<file path="src/rtl/uart_pkg.sv">
// Shared constants for the UART receive path: FSM encoding, timing
// derivation and ASCII codes used by the input subsystem.
package uart_pkg;

    localparam logic [2:0] ST_IDLE   = 3'd0;
    localparam logic [2:0] ST_START  = 3'd1;
    localparam logic [2:0] ST_DATA   = 3'd2;
    localparam logic [2:0] ST_PARITY = 3'd3;
    localparam logic [2:0] ST_STOP   = 3'd4;

    localparam logic [7:0] ASCII_SPACE = 8'd32;
    localparam logic [7:0] ASCII_CR    = 8'd13;
    localparam logic [7:0] ASCII_LF    = 8'd10;
    localparam logic [7:0] ASCII_ZERO  = 8'd48;

    function automatic int unsigned calc_cpb(
        input int unsigned clk_freq,
        input int unsigned baud
    );
        return clk_freq / baud;
    endfunction

    function automatic int unsigned calc_half(
        input int unsigned cpb
    );
        return cpb / 2;
    endfunction

endpackage

</file>
<file path="src/rtl/sync_2ff.sv">
// Two-flop synchronizer for asynchronous pins (serial lines, buttons).
// Reset value is configurable and defaults to all ones (idle-high lines).
module sync_2ff #(
    parameter int unsigned            WIDTH   = 1,
    parameter logic [WIDTH-1:0]       RST_VAL = '1
) (
    input  logic             clk,
    input  logic             rst_n,
    input  logic [WIDTH-1:0] d,
    output logic [WIDTH-1:0] q
);

    logic [WIDTH-1:0] meta;

    // Two-stage capture of the asynchronous input.
    always_ff @(posedge clk or negedge rst_n) begin
        if (!rst_n) begin
            meta <= RST_VAL;
            q    <= RST_VAL;
        end else begin
            meta <= d;
            q    <= meta;
        end
    end

endmodule

</file>
<file path="src/rtl/uart_byte_rx.sv">
// 8N1 UART byte receiver with one-cycle done / error strobes.
// Optional parity stage enabled by defining UART_RX_PARITY_EN.
module uart_byte_rx
    import uart_pkg::*;
#(
    parameter int unsigned CLK_FREQ   = 100_000_000,
    parameter int unsigned BAUD_RATE  = 115200,
    parameter int unsigned PARITY_ODD = 0
) (
    input  logic       clk,
    input  logic       rst_n,
    input  logic       rx,
    output logic [7:0] rx_data,
    output logic       rx_done,
    output logic       frame_err,
    output logic       parity_err,
    output logic       busy
);

    localparam int unsigned CPB  = calc_cpb(CLK_FREQ, BAUD_RATE);
    localparam int unsigned HALF = calc_half(CPB);

    localparam logic [15:0] CPB_M1  = 16'(CPB - 1);
    localparam logic [15:0] HALF_M1 = 16'(HALF - 1);

    if (CPB < 4 || PARITY_ODD > 1) begin : g_bad_cfg
        $error("uart_byte_rx: CPB must be >= 4 and PARITY_ODD 0 or 1");
    end

    logic        rx_s;
    logic [2:0]  state;
    logic [15:0] cnt;
    logic [2:0]  bit_idx;
    logic [7:0]  sr;
    // Cleared by a framing error so a held-low line (break) must
    // return high before another start bit is accepted.
    logic        armed;

    sync_2ff #(
        .WIDTH   (1),
        .RST_VAL (1'b1)
    ) u_sync (
        .clk   (clk),
        .rst_n (rst_n),
        .d     (rx),
        .q     (rx_s)
    );

    assign busy = (state != ST_IDLE);

`ifdef UART_RX_PARITY_EN
    localparam logic ODD_BIT = (PARITY_ODD != 0);
    logic par_bad;
    logic par_err_q;

    assign parity_err = par_err_q;
`else
    assign parity_err = 1'b0;
`endif

    // Receive FSM: start qualification, data shift, stop check.
    always_ff @(posedge clk or negedge rst_n) begin
        if (!rst_n) begin
            state     <= ST_IDLE;
            cnt       <= '0;
            bit_idx   <= '0;
            sr        <= '0;
            rx_data   <= '0;
            rx_done   <= 1'b0;
            frame_err <= 1'b0;
            armed     <= 1'b1;
`ifdef UART_RX_PARITY_EN
            par_bad   <= 1'b0;
            par_err_q <= 1'b0;
`endif
        end else begin
            rx_done   <= 1'b0;
            frame_err <= 1'b0;
`ifdef UART_RX_PARITY_EN
            par_err_q <= 1'b0;
`endif
            cnt       <= cnt + 16'd1;
            case (state)
                ST_IDLE: begin
                    cnt <= '0;
                    if (rx_s) begin
                        armed <= 1'b1;
                    end else if (armed) begin
                        state <= ST_START;
                    end
                end
                ST_START: begin
                    if (cnt == HALF_M1) begin
                        cnt     <= '0;
                        bit_idx <= '0;
                        state   <= rx_s ? ST_IDLE : ST_DATA;
                    end
                end
                ST_DATA: begin
                    if (cnt == CPB_M1) begin
                        cnt <= '0;
                        sr  <= {rx_s, sr[7:1]};
                        if (bit_idx == 3'd7) begin
`ifdef UART_RX_PARITY_EN
                            state <= ST_PARITY;
`else
                            state <= ST_STOP;
`endif
                        end else begin
                            bit_idx <= bit_idx + 3'd1;
                        end
                    end
                end
`ifdef UART_RX_PARITY_EN
                ST_PARITY: begin
                    if (cnt == CPB_M1) begin
                        cnt     <= '0;
                        par_bad <= (rx_s != (^sr ^ ODD_BIT));
                        state   <= ST_STOP;
                    end
                end
`endif
                ST_STOP: begin
                    if (cnt == CPB_M1) begin
                        cnt   <= '0;
                        state <= ST_IDLE;
                        if (!rx_s) begin
                            frame_err <= 1'b1;
                            armed     <= 1'b0;
`ifdef UART_RX_PARITY_EN
                        end else if (par_bad) begin
                            par_err_q <= 1'b1;
`endif
                        end else begin
                            rx_done <= 1'b1;
                            rx_data <= sr;
                        end
`ifdef UART_RX_PARITY_EN
                        par_bad <= 1'b0;
`endif
                    end
                end
                default: begin
                    cnt   <= '0;
                    state <= ST_IDLE;
                end
            endcase
        end
    end

endmodule
</file>
<file path="config.mk">
export PLATFORM = sky130hd
export DESIGN_NAME = uart_byte_rx
export DESIGN_NICKNAME = d
export VERILOG_FILES = /design/src/rtl/uart_pkg.sv /design/src/rtl/sync_2ff.sv /design/src/rtl/uart_byte_rx.sv
export SDC_FILE = /design/constraint.sdc
export NUM_CORES = 1
export LEC_CHECK = 0
export ABC_AREA = 1
export BUFFER_PORTS_ARGS = -buffer_cell sky130_fd_sc_hd__clkbuf_2
export CAP_MARGIN = 20
export CORE_ASPECT_RATIO = 0.9
export CORE_MARGIN = 3
export CORE_UTILIZATION = 60
export DETAILED_ROUTE_END_ITERATION = 8
export PLACE_DENSITY = 0.82
export SETUP_SLACK_MARGIN = 0.02
export SYNTH_ARGS = -nofsm -noshare
export SYNTH_HDL_FRONTEND = slang
export SYNTH_SLANG_ARGS = --single-unit
</file>
<file path="constraint.sdc">
create_clock -name clk -period 4.05 [get_ports clk]
set_clock_uncertainty 0.2 [all_clocks]
set_input_delay 0.81 -clock clk [delete_from_list [all_inputs] [get_ports clk]]
set_output_delay 0.81 -clock clk [all_outputs]
set_load 0.01 [all_outputs]
</file>
==> results of run 1 <==
worst reg2reg max path: stages, from the launching register on:
cell	delay [ns]
dfrtp_1	0.44
ha_1	0.26
nand2_1	0.09
nor2_1	0.14
nand2_1	0.13
nor2_1	0.19
nand3_1	0.13
nand2_1	0.08
nand2_1	0.05
nor2_1	0.08
flip-flops by register name (all words and copies together) (netlist names):
name / flops
armed: 1
bit_idx: 3
cnt: 16
frame_err: 1
rx_data: 8
rx_done: 1
sr: 8
state: 3
u_sync.meta: 1
u_sync.q: 1
cells in the mapped netlist, types with 2 or more instances:
library cell / number
nand2_1: 60
dfrtp_1: 40
inv_1: 31
nor2_1: 26
nor2_4: 14
nand4_1: 9
o21ai_0: 8
nand3_1: 7
o21ai_2: 7
xor2_1: 6
nand2_2: 5
nand2_4: 5
ha_1: 4
nor2_2: 4
dfstp_2: 3
inv_2: 3
nor3_1: 3
xnor2_1: 3
a21oi_1: 2
buf_6: 2
o21bai_1: 2
per-layer routing:
layer  share of wire [%]  GRT usage (%)
met2                  44           28.3
met3                 3.9           4.09
met1                  50           27.7
met4                 1.8           7.04
met5                   0              0
worst min path at each step:
stage,start,end,slack (ns),cells after the start
3_5_place_dp,u_sync.meta,u_sync.q,0.15,0
6_report,u_sync.meta,u_sync.q,0.16,0
2_1_floorplan,u_sync.meta,u_sync.q,0.15,0
5_1_grt,u_sync.meta,u_sync.q,0.17,0
3_3_place_gp,u_sync.meta,u_sync.q,0.15,0
4_1_cts,u_sync.meta,u_sync.q,0.16,0
per-stage QoR:
stage	instance area, sq um	utilization (%)	total power [mW]
after floorplan	2250	-	0.822
final	2470	71.2	1.24
after detailed placement	2320	66.8	0.853
after CTS	2450	70.6	1.25
after global routing	2470	71.2	1.31
after global placement	2320	66.8	0.847
final cells by class:
class	count	share of cell area (%)
Clock buffer	6	2.93
Clock inverter	2	2.43
Inverter	36	5.66
Multi-Input combinational cell	168	39.7
Sequential cell	43	43.6
Tap cell	44	2.22
Timing Repair Buffer	14	3.44
power groups by stage:
stage               registers (mW)  logic [mW]  clock network [mW]
detailed placement           0.504       0.349                   0
global route                 0.500       0.396               0.416
finish                       0.495       0.351               0.390
CTS                          0.495       0.353               0.398
global placement             0.501       0.346                   0
floorplan                    0.498       0.324                   0
kinds of logic after synthesis:
| kind of cell | synth area share, % |
|---|---|
| DFF | 47.9 |
| AOI/OAI and AO/OA | 5.94 |
| and+or+nand+nor | 31.8 |
| other | 0.167 |
| xor gates and xnor gates | 3.50 |
| buffers and inverters | 8.44 |
| adders and majority gates | 2.22 |
==> run metrics, run 1 <==
register share of total power roughly 40%; area leader, netlist dfrtp_1; PortBufs 13; Synth top area share between 40% and 50%; GP Congestion about 0.83; Top FF cell, synth dfrtp_1; status complete, no violations; Total GRT Usage between 10% and 20%; Cell Pwr Density between 400 and 500 mW/mm^2; Post-Syn Instances between 200 and 300; Clock Latency Late Sink roughly 0.3 ns; DR DRC count 0; Worst Path Arrival between 1 and 1.5 ns; crit path max-delay cell type dfrtp_1; Hold WS roughly 0.16 ns; Tcrit/Tclk final between 50% and 60%; reg2reg path depth 9; Diodes inserted 0; H-Tree Depth 2; Worst path max stage delay around 0.42 ns; CP startpoint state[1]; GRT overflow 0; cell internal pwr slightly above 0.8 mW; final hold vios 0; largest net degree at the start of global routing 44; Root Buffer clkbuf_8; initial antenna violation count 0; Buf/Inv on CP 2; hold crit path type reg2reg; mean number of vias per cell just under 5; post-CTS setup buffers 0; Total Nets Final 275; critical path class reg2out; layout cells sized above 1 23.8%; CTS buffer count 5; DRT Wirelength around 3600 um; family with the most delay on the worst path flip-flops; RSZ-0062 raised after global routing false; worst vdd ir roughly 290 uV; post-cts resize count 0; Seq/Total Area, Yosys a little under half; Vias about 1500; sw power 0.431 mW; crit path max fanout 4; hold_buf cts 0; Area Growth Syn to Fin 9.89%; Post-synth EDFFs 0; post-synth cell types 28; post-synth net total around 260; most common cell after layout, fill and taps aside nand2_1; Syn Std Cell Area between 0.002 and 0.0025 sq mm; Clk network pwr share between 30% and 40%; core area between 0.003 and 0.004 sq mm; filler-free cell count of the finished design approximately 310; switching fraction of total power about a third; DRT iter0 DRCs 79; Sink Count 43; Reg2Reg Setup Slack around 2.2 ns; CTS max path bufs 2; final worst slack 1.71 ns; die height 64.1 um; crit-path cells nor3_1, inv_1, clkbuf_2; Avg Cell Area, Syn approximately 9 sq um; flops & latches, synth 43; Setup TNS Final 0 ns; DP Cell Count just over 300; starting density of the core around 65%; multi-input logic area 982 sq um; iteration count of the initial detailed-routing pass 4; io pins 15; CP endpoint kind primary output; Die X approximately 71 um; Storage cell area roughly 0.0011 sq mm; fmax 0.428 GHz; Tmin final 2.34 ns; first-pass GRT wire length roughly 6900 um; number of global-route vias before repair 1500; DP HPWL roughly 2500 um; fin. max-slew vios 0; Ys Warns 0; TritonCTS clock tree done; FP Rows 20; RR Endpoint cnt[14]; DRT antenna net count 0; pre-CTS WS around 2 ns; R2R Path Start cnt[0]; die area roughly 0.0045 sq mm; Fillers 280; Static Leakage approximately 1.1 nW; Critical Path RT a little over 3 ns; Stages on worst setup path 3; most area-consuming cells after synthesis dfrtp_1, nand2_1, nor2_4; Reg clk slew, reported paths about 0.08 ns; maxcap violations 0; final setup fails 0; Post-synth ARST share between 90% and 100%; Startpoint Class flip-flop; most frequent cells in the layout nand2_1, dfrtp_1, inv_1; Worst setup endpoint busy; Gate power share 28.4%; routed len/inst about 12 um
No activity file was read; power rests on OpenSTA's default activity.
==> run 2: changes to the inputs <==
--- a/config.mk
+++ b/config.mk
@@ -10,9 +10,9 @@
 export CAP_MARGIN = 20
 export CORE_ASPECT_RATIO = 0.9
 export CORE_MARGIN = 3
-export CORE_UTILIZATION = 60
+export CORE_UTILIZATION = 54
 export DETAILED_ROUTE_END_ITERATION = 8
-export PLACE_DENSITY = 0.82
+export PLACE_DENSITY = 0.78
 export SETUP_SLACK_MARGIN = 0.02
 export SYNTH_ARGS = -nofsm -noshare
 export SYNTH_HDL_FRONTEND = slang
==> constraint.sdc (replaced) <==
create_clock -name clk -period 2 [get_ports clk]
set_clock_uncertainty 0.2 [all_clocks]
set_input_delay 0.4 -clock clk [delete_from_list [all_inputs] [get_ports clk]]
set_output_delay 0.4 -clock clk [all_outputs]
set_load 0.01 [all_outputs]
==> run metrics, run 2 (synthesis results as in run 1) <==
iteration count of the initial detailed-routing pass 4; maxcap violations 0; die height between 60 and 70 um; DRT Wirelength ~3800 um; Root Buffer clkbuf_8; GP Congestion approximately 0.87; Reg2Reg Setup Slack ~0.17 ns; most common cell after layout, fill and taps aside nand2_1; Worst path max stage delay between 0.4 and 0.5 ns; fmax about 0.55 GHz; most frequent cells in the layout nand2_1, dfrtp_1, inv_1; die area about 0.005 sq mm; DRT antenna net count 0; final hold vios 0; RSZ-0062 raised after global routing false; Vias between 1500 and 2000; DP HPWL roughly 2800 um; hold crit path type reg2reg; FP Rows 21; mean number of vias per cell ~5; crit-path cells ha_1, nand3_1, nor2_4, nand2_4, nand2_4, nand2_4, inv_6, nor2_1; flip-flop count of the largest register after layout 16; status complete, no violations; DP Cell Count between 300 and 400; critical path class reg2reg; Most Frequent Cell on Critical Path nand2_4; reg2reg path depth 8; Startpoint Class flip-flop; worst vdd ir 574 uV; Total GRT Usage between 10% and 20%; crit path max fanout 14; family with the most delay on the worst path simple AND/OR/NAND/NOR gates; biggest regs cnt (16), rx_data (8), sr (8); GRT overflow 0; Sink Count 43; TritonCTS clock tree done; Worst Path Arrival about 1.8 ns; layout cells sized above 1 24.9%; crit path max-delay cell type dfrtp_2; number of global-route vias before repair approximately 1500; Tmin final ~1.8 ns; Area Growth Syn to Fin 12.3%; dpl cell area 0.00235 sq mm; final setup fails 0; fin. max-slew vios 0; DR DRC count 0; DRT iter0 DRCs 90; H-Tree Depth 2; PortBufs 13; io pins 15; Total Nets Final ~280; initial antenna violation count 0; CP endpoint kind flip-flop; Setup TNS Final 0 ns; CTS max path bufs 2; Diodes inserted 0; Critical Path RT 1.98 ns; final instance area roughly 0.0025 sq mm; first-pass GRT wire length ~6900 um; filler-free cell count of the finished design about 320; cell depth of the worst hold path 0; Buf/Inv on CP 1; starting density of the core 58.3%; Clock Latency Late Sink 0.30 ns; largest net degree at the start of global routing 27; CTS buffer count 5; largest register by flop count cnt; Tcrit/Tclk final approximately nine tenths; Static Leakage roughly 1.2 nW; Die X 74.1 um; Reg clk slew, reported paths 0.09 ns; routed len/inst around 12 um; Cell Pwr Density 1010 mW/mm^2; core area between 0.003 and 0.004 sq mm; Stages on worst setup path 8
[run 2: cell count changes in the layout (fill, tap and decap cells not counted)]
cell,previous run,this run
dlygate4sd3_1,0,2
buf_12,1,2
buf_4,0,1
clkbuf_1,1,0
clkinvlp_4,0,1
dfrtp_1,40,39
dfrtp_2,0,1
[run 2: where the power goes]
part / internal (mW) / switching [mW] / leakage [nW] / total [mW]
combinational: 0.219 / 0.515 / 0.515 / 0.734
sequential: 0.933 / 0.0740 / 0.584 / 1.01
clock: 0.498 / 0.307 / 0.0644 / 0.805
[run 2: worst paths after layout]
kind	from	endpoint
min in group asynchronous	rst_n	bit_idx[1]
setup / recovery	cnt[0]	cnt[2]
hold / removal	u_sync.meta	u_sync.q
hold reg to reg	u_sync.meta	u_sync.q
setup reg to reg	cnt[0]	cnt[2]
max in group asynchronous	rst_n	u_sync.meta
[run 2: metal layers]
layer | up-vias | track usage [%] | part of all wire [%]
met5 | - | 0 | 0
met1 | 754 | 25.2 | 49
li1 | 815 | - | -
met3 | 2 | 5.36 | 3.0
met4 | 0 | 5.66 | 0.63
met2 | 20 | 28.0 | 47
[run 2: worst reg2reg max path, cell delays in order, from the launching register on]
cell     delay, ns
dfrtp_2       0.42
ha_1          0.24
nand3_1       0.15
nor2_4        0.14
nand2_4       0.10
nand2_4       0.11
nand2_4       0.08
inv_6         0.20
nor2_1        0.08
[run 2: timing repair]
item                                    in CTS  in global routing
gates resized for setup                      0                  1
hold buffers                                 2                  0
endpoints found under the setup margin       0                  7
endpoints found under the hold margin       18                  0
buffers inserted                             0                  1
[run 2: cell type report]
cell class / count / area [sq um]
fillers: 305 / 1330
inverters: 36 / 140
clock inverters: 3 / 67.6
well taps: 46 / 57.6
flip-flops and latches: 43 / 1080
clock buffers: 5 / 68.8
multi-input cells: 168 / 982
repair buffers: 18 / 133
[run 2: per-stage QoR]
stage               utilization, %  hold WS (ns)  setup WS (ns)  total power, mW
floorplan                        -       -0.0956          0.272             1.66
global placement              60.9         0.147          0.199             1.74
detailed placement            60.9         0.155          0.143             1.75
CTS                           64.9         0.161          0.111             2.57
global route                  65.5         0.154         0.0656             2.70
finish                        65.5         0.154          0.171             2.55
